## config.mk

```make
export PLATFORM = sky130hd
export DESIGN_NAME = led_ctrl_mm
export DESIGN_NICKNAME = d
export VERILOG_FILES = /design/src/rtl/led_ctrl_pkg.sv /design/src/rtl/led_tick_gen.sv /design/src/rtl/led_ctrl_mm.sv
export SDC_FILE = /design/constraint.sdc
export NUM_CORES = 1
export LEC_CHECK = 0
export BUFFER_PORTS_ARGS = -buffer_cell sky130_fd_sc_hd__buf_4
export CORE_ASPECT_RATIO = 0.9
export CORE_MARGIN = 4
export CORE_UTILIZATION = 25
export DETAILED_ROUTE_END_ITERATION = 10
export GPL_ROUTABILITY_DRIVEN = 1
export RECOVER_POWER = 25
export SLEW_MARGIN = 20
export SYNTH_ARGS = -nofsm -noshare
export SYNTH_HDL_FRONTEND = slang
export SYNTH_SLANG_ARGS = --single-unit
```

## constraint.sdc

```tcl
create_clock -name clk -period 5.41 [get_ports clk]
set_clock_uncertainty 0.2 [all_clocks]
set_input_delay 1.3525 -clock clk [delete_from_list [all_inputs] [get_ports clk]]
set_output_delay 1.3525 -clock clk [all_outputs]
set_load 0.005 [all_outputs]
```

## src/rtl/led_ctrl_pkg.sv

```systemverilog
// Shared constants for the memory-mapped LED controller: register word offsets,
// channel mode encodings and common widths.
package led_ctrl_pkg;

   localparam int unsigned OFS_W  = 4;
   localparam int unsigned MODE_W = 2;
   localparam int unsigned PWM_W  = 8;

   localparam logic [OFS_W-1:0] OFS_OUT    = 4'h0;
   localparam logic [OFS_W-1:0] OFS_MODE   = 4'h1;
   localparam logic [OFS_W-1:0] OFS_PRESC  = 4'h2;
   localparam logic [OFS_W-1:0] OFS_DUTY   = 4'h3;
   localparam logic [OFS_W-1:0] OFS_SET    = 4'h4;
   localparam logic [OFS_W-1:0] OFS_CLR    = 4'h5;
   localparam logic [OFS_W-1:0] OFS_STATUS = 4'h6;

   typedef enum logic [MODE_W-1:0] {
      MODE_STATIC = 2'b00,
      MODE_BLINK  = 2'b01,
      MODE_PWM    = 2'b10,
      MODE_OFF    = 2'b11
   } led_mode_e;

endpackage

```

## src/rtl/led_tick_gen.sv

```systemverilog
// Shared time base: down-counting prescaler producing a tick, a blink phase
// that toggles per tick and an 8-bit PWM counter advanced per tick.
module led_tick_gen
   import led_ctrl_pkg::*;
#(
   parameter int unsigned PRESC_W = 24
) (
   input  logic               clk,
   input  logic               rst_n,
   input  logic [PRESC_W-1:0] presc,
   input  logic               reload,
   output logic               tick,
   output logic               phase,
   output logic [PWM_W-1:0]   pwm_cnt
);

   logic [PRESC_W-1:0] presc_cnt;

   assign tick = (presc_cnt == '0);

   // A reload restarts the time base so blink and PWM begin from a known phase.
   always_ff @(posedge clk or negedge rst_n) begin
      if (!rst_n) begin
         presc_cnt <= '0;
         phase     <= 1'b0;
         pwm_cnt   <= '0;
      end else if (reload) begin
         presc_cnt <= presc;
         phase     <= 1'b0;
         pwm_cnt   <= '0;
      end else if (tick) begin
         presc_cnt <= presc;
         phase     <= ~phase;
         pwm_cnt   <= pwm_cnt + PWM_W'(1);
      end else begin
         presc_cnt <= presc_cnt - PRESC_W'(1);
      end
   end

endmodule

```

## src/rtl/led_ctrl_mm.sv

```systemverilog
// Memory-mapped LED controller: register file, registered readback and the
// per-channel static/blink/PWM/off output mux.
module led_ctrl_mm
   import led_ctrl_pkg::*;
#(
   parameter int unsigned       NUM_LED   = 5,
   parameter int unsigned       ADDR_W    = 32,
   parameter int unsigned       DATA_W    = 32,
   parameter logic [ADDR_W-1:0] BASE_ADDR = ADDR_W'(32'h1000_0000),
   parameter int unsigned       PRESC_W   = 24
) (
   input  logic               clk,
   input  logic               rst_n,
   input  logic [ADDR_W-1:0]  bus_addr,
   input  logic               bus_wr_en,
   input  logic [DATA_W-1:0]  bus_wdata,
   input  logic               bus_rd_en,
   output logic [DATA_W-1:0]  bus_rdata,
   output logic               bus_rvalid,
   output logic [NUM_LED-1:0] led
);

   localparam int unsigned MODE_BITS = MODE_W * NUM_LED;

   logic                 hit_c;
   logic [OFS_W-1:0]     ofs_c;
   logic                 wr_c;
   logic                 presc_wr_c;
   logic [PRESC_W-1:0]   presc_next_c;
   logic [NUM_LED-1:0]   out_q;
   logic [MODE_BITS-1:0] mode_q;
   logic [PRESC_W-1:0]   presc_q;
   logic [PWM_W-1:0]     duty_q;
   logic                 tick;
   logic                 phase;
   logic [PWM_W-1:0]     pwm_cnt;
   logic                 pwm_on_c;
   logic [NUM_LED-1:0]   led_d_c;
   logic [DATA_W-1:0]    rd_word_c;
   logic                 unused_bits_c;

   assign hit_c        = (bus_addr[ADDR_W-1:6] == BASE_ADDR[ADDR_W-1:6]);
   assign ofs_c        = bus_addr[5:2];
   assign wr_c         = bus_wr_en & hit_c;
   assign presc_wr_c   = wr_c & (ofs_c == OFS_PRESC);
   assign presc_next_c = presc_wr_c ? bus_wdata[PRESC_W-1:0] : presc_q;
   assign pwm_on_c     = (pwm_cnt < duty_q);
   assign unused_bits_c = ^{bus_addr[1:0], bus_wdata, tick};

   led_tick_gen #(
      .PRESC_W (PRESC_W)
   ) u_tick (
      .clk     (clk),
      .rst_n   (rst_n),
      .presc   (presc_next_c),
      .reload  (presc_wr_c),
      .tick    (tick),
      .phase   (phase),
      .pwm_cnt (pwm_cnt)
   );

   // Register file; SET/CLR act on OUT as write-one-to-set/clear.
   always_ff @(posedge clk or negedge rst_n) begin
      if (!rst_n) begin
         out_q   <= '0;
         mode_q  <= '0;
         presc_q <= '0;
         duty_q  <= '0;
      end else if (wr_c) begin
         case (ofs_c)
            OFS_OUT:   out_q   <= bus_wdata[NUM_LED-1:0];
            OFS_MODE:  mode_q  <= bus_wdata[MODE_BITS-1:0];
            OFS_PRESC: presc_q <= bus_wdata[PRESC_W-1:0];
            OFS_DUTY:  duty_q  <= bus_wdata[PWM_W-1:0];
            OFS_SET:   out_q   <= out_q | bus_wdata[NUM_LED-1:0];
            OFS_CLR:   out_q   <= out_q & ~bus_wdata[NUM_LED-1:0];
            default:   ;
         endcase
      end
   end

   // Readback uses pre-write register values; misses read as zero.
   always_comb begin
      rd_word_c = '0;
      if (hit_c) begin
         case (ofs_c)
            OFS_OUT:    rd_word_c[NUM_LED-1:0]   = out_q;
            OFS_MODE:   rd_word_c[MODE_BITS-1:0] = mode_q;
            OFS_PRESC:  rd_word_c[PRESC_W-1:0]   = presc_q;
            OFS_DUTY:   rd_word_c[PWM_W-1:0]     = duty_q;
            OFS_STATUS: begin
               rd_word_c[0]          = phase;
               rd_word_c[8 +: PWM_W] = pwm_cnt;
            end
            default:    rd_word_c = '0;
         endcase
      end
   end

   always_comb begin
      led_d_c = '0;
      for (int i = 0; i < NUM_LED; i++) begin
         case (led_mode_e'(mode_q[MODE_W*i +: MODE_W]))
            MODE_STATIC: led_d_c[i] = out_q[i];
            MODE_BLINK:  led_d_c[i] = out_q[i] & phase;
            MODE_PWM:    led_d_c[i] = out_q[i] & pwm_on_c;
            default:     led_d_c[i] = 1'b0;
         endcase
      end
   end

   always_ff @(posedge clk or negedge rst_n) begin
      if (!rst_n) begin
         bus_rdata  <= '0;
         bus_rvalid <= 1'b0;
         led        <= '0;
      end else begin
         bus_rdata  <= bus_rd_en ? rd_word_c : '0;
         bus_rvalid <= bus_rd_en;
         led        <= led_d_c;
      end
   end

endmodule

```

==> results.yml <==
yosys:
  muxShareOfSynthArea_pct: 8.58
  synthSimpleGateAreaFrac_pct: 20.5
  synth_compound_area_share_pct: 10.2
  avgSynthCellArea_um2: 9.76
  synth_xor_area_share_pct: 2.57
  synth.area.top_cells: "dfrtp_1, nand2_1, ha_1"
  synth_warnings: 0
  synth.distinct_cells: 54
  netlist_area_um2: 5790
  synth_seq_cells: 110
  synth_top_cell_by_area: "dfrtp_1"
  synth_edf_count: 0
  yosys_most_used_dff: "dfrtp_1"
  yosysSeqAreaShare_pct: 47.6
  synthAdderAreaFrac_pct: 5.40
  ys_top_cells_by_count: "dfrtp_1, nand2_1, nor2_1, o21ai_0, inv_1"
  netlist_instances: 593
  synthDominantCellAreaShare_pct: 47.6
  yosysMostFrequentCell: "dfrtp_1"
  synth_top_family_by_area: "simple AND/OR/NAND/NOR gates"
  async_reset_ff_share_pct: 100
power_and_ir_drop:
  p_leak_uw: 0.00331
  power_switching_uw: 385
  seq_power_share_pct: 53.0
  clockPowerShare_pct: 39.7
  p_total_uw: 1610
  p_per_area_nw_per_um2: 232
  intPower_uw: 1220
  combPwrFrac_pct: 7.3
  switching_share_pct: 23.9
  irDropWorstVdd_v: 0.000148
sta:
  tns_ns: 0
  min_period_ns: 3.49
  tightestPinTransition_ns: 1.94
  grt_setup_unrepaired: "false"
  whs_ns: 0.295
  timing.final.crit_share_pct: 64.4
  setup_viol_count_final: 0
  maxSlewViolCount: 34
  fmax_mhz: 287
  slew_headroom_pct: -29.6
  final_hold_viol_count: 0
setup_path:
  crit_slowest_cell: "clkbuf_1"
  slowest_delay_ns: 1.36
  crit_family: "buffers and inverters"
  criticalPathCategory: "input pin to asynchronous set/reset pin"
  worstSetupEndpoint: "u_tick.presc_cnt[15]"
  crit_path_start: "rst_n"
  r2r_end: "u_tick.presc_cnt[3]"
  cp_max_fo: 36
  rrSetupSlack_ns: 2.34
  cp_num_buf_inv: 2
  worstPathArrival_ns: 3.65
  critPathCaptureType: "asynchronous set/reset pin"
  reg2reg_from: "u_tick.presc_cnt[10]"
  path_cells: "clkbuf_1 > clkbuf_2"
  reg2regPathDepth: 5
  critPathRequiredTime_ns: 5.58
  cp-start-kind: "input pin"
  crit_cells: 2
global_routing:
  grt_max_degree: 51
  grt_usage_pct: 11.8
  antenna_found_initial: 1
  overflow: 0
  grt_pass1_wl_mm: 24.2
  grt_pass1_vias: 4409
drt:
  drt_iter0_drc: 279
  wire_per_inst_um: 15.4
  drc: 0
  drt-vias-per-instance: 4.61
  vias: 4455
  ant_nets: 0
  finalWirelength_mm: 14.9
  dr.pass1.iters: 5
outcome:
  status: "complete, but fails checks"
  violations: "max-capacitance violations, max-slew violations"
clocking:
  cts_root_buf: "clkbuf_16"
  clock_latency_ns: 0.36
  numCtsBuffers: 9
  post-cts-setup-buffers: 0
  htree_levels: 3
  ctsResizeCount: 0
  clk_path_buf_depth: 2
  cts_hold_buf: 0
  cts.sinks: 110
  clk_pin_slew_ns: 0.07
  cts_tree: "built"
worst_hold_path:
  min_path_type: "flop to flop"
cells_and_area:
  final_cell_area_um2: 6940
  n_antenna_cell: 0
  syn_to_final_growth_pct: 20.0
  final_cell_count_no_fill: 967
  layout-drive-gt1-share_pct: 21.0
  nNetsFinal: 759
floorplanning:
  initial_utilization_pct: 25.6
  die-area_um2: 25700
  die_w_um: 168
  die_h_um: 152
  rows: 52
  core_area_um2: 22600
  pin_count: 106
place:
  io_buffers: 87
  dpl_cell_area_um2: 6680
  dp.cells: 952
  dp_hpwl_mm: 11.0
  gp_congestion: 0.794
run:
  cap_violations: 1
[cell usage in the layout (no fill, tap or decap), types with 3 or more instances in the layout]
cell	synthesis	routed
buf_4	8	88
nor2_1	38	38
a21o_1	3	3
mux4_2	4	4
a21oi_1	19	19
dfrtp_1	110	110
ha_1	25	25
nand2b_1	6	6
o31ai_1	3	3
mux2i_1	17	17
and2_1	8	8
inv_1	27	27
o21ai_0	33	33
xnor2_1	9	9
nor2b_1	15	15
nand3_1	10	10
and3_1	5	5
o21ai_1	22	22
conb_1	1	8
nor4b_1	4	4
mux2_2	21	21
nor4_1	15	15
or4_1	6	6
clkbuf_16	0	9
o31a_1	3	3
nand2_1	86	86
xor2_1	8	8
or3b_2	6	6
nor3_1	11	11
o211ai_1	5	5
nand4_1	7	7
clkbuf_1	18	3
nor3b_1	5	4
[layout make-up]
cell class                 count  area (um^2)
fill                        2405        15700
multi-input combinational    427         2770
sequential                   110         2750
timing repair buffer          91          673
tap                          297          372
clock buffer                  11          243
inverter                      27          101
clock inverter                 4         30.0
[logic make-up after synthesis]
group	count (synthesis)
xor gates and xnor gates	17
muxes	42
buffers and inverters	63
other	1
DFF	110
adders and majority gates	25
and+or+nand+nor	234
AOI/OAI and AO/OA	101
[worst min-delay path by stage]
stage / from / endpoint / slack [ns] / cells past startpoint
global placement: presc_q[18] / presc_q[18] / 0.27 / 2
finish: presc_q[22] / presc_q[22] / 0.30 / 2
CTS: presc_q[21] / presc_q[21] / 0.30 / 2
global route: presc_q[20] / presc_q[20] / 0.32 / 2
detailed placement: presc_q[21] / presc_q[21] / 0.28 / 2
floorplan: presc_q[17] / presc_q[17] / 0.25 / 2
[registers in the layout (all words and copies together), names as in the netlist]
register          flops
out_q                 5
mode_q               10
u_tick.presc_cnt     24
led                   5
bus_rdata            24
u_tick.phase          1
bus_rvalid            1
presc_q              24
u_tick.pwm_cnt        8
duty_q                8
[power groups by stage]
stage          registers (uW)  logic (uW)  clock network, uW
6_report                  852         117                639
3_3_place_gp              868         118                  0
2_1_floorplan             862        47.5                  0
3_5_place_dp              867         122                  0
5_1_grt                   853         132                694
4_1_cts                   852         122                664
[metrics by stage]
stage / setup slack (ns) / util (%)
5_1_grt: 1.32 / 30.7
3_3_place_gp: 1.57 / 29.5
2_1_floorplan: 2.05 / -
4_1_cts: 1.94 / 30.7
6_report: 1.92 / 30.7
3_5_place_dp: 1.60 / 29.5
[worst min-delay path, stage by stage, from the launching register on]
cell and delay, ns:
dfrtp_1 0.36, nand2_1 0.05, nand2_1 0.05
[per-layer routing]
| layer | vias to the layer above | wire length (um) | track usage, % |
|---|---|---|---|
| li1 | 2194 | - | - |
| met1 | 2132 | 7280 | 16.6 |
| met2 | 116 | 6420 | 17.3 |
| met3 | 11 | 1050 | 3.76 |
| met4 | 2 | 155 | 3.44 |
| met5 | - | 20 | 0 |
Note: power is estimated with default switching activity, not from simulation.
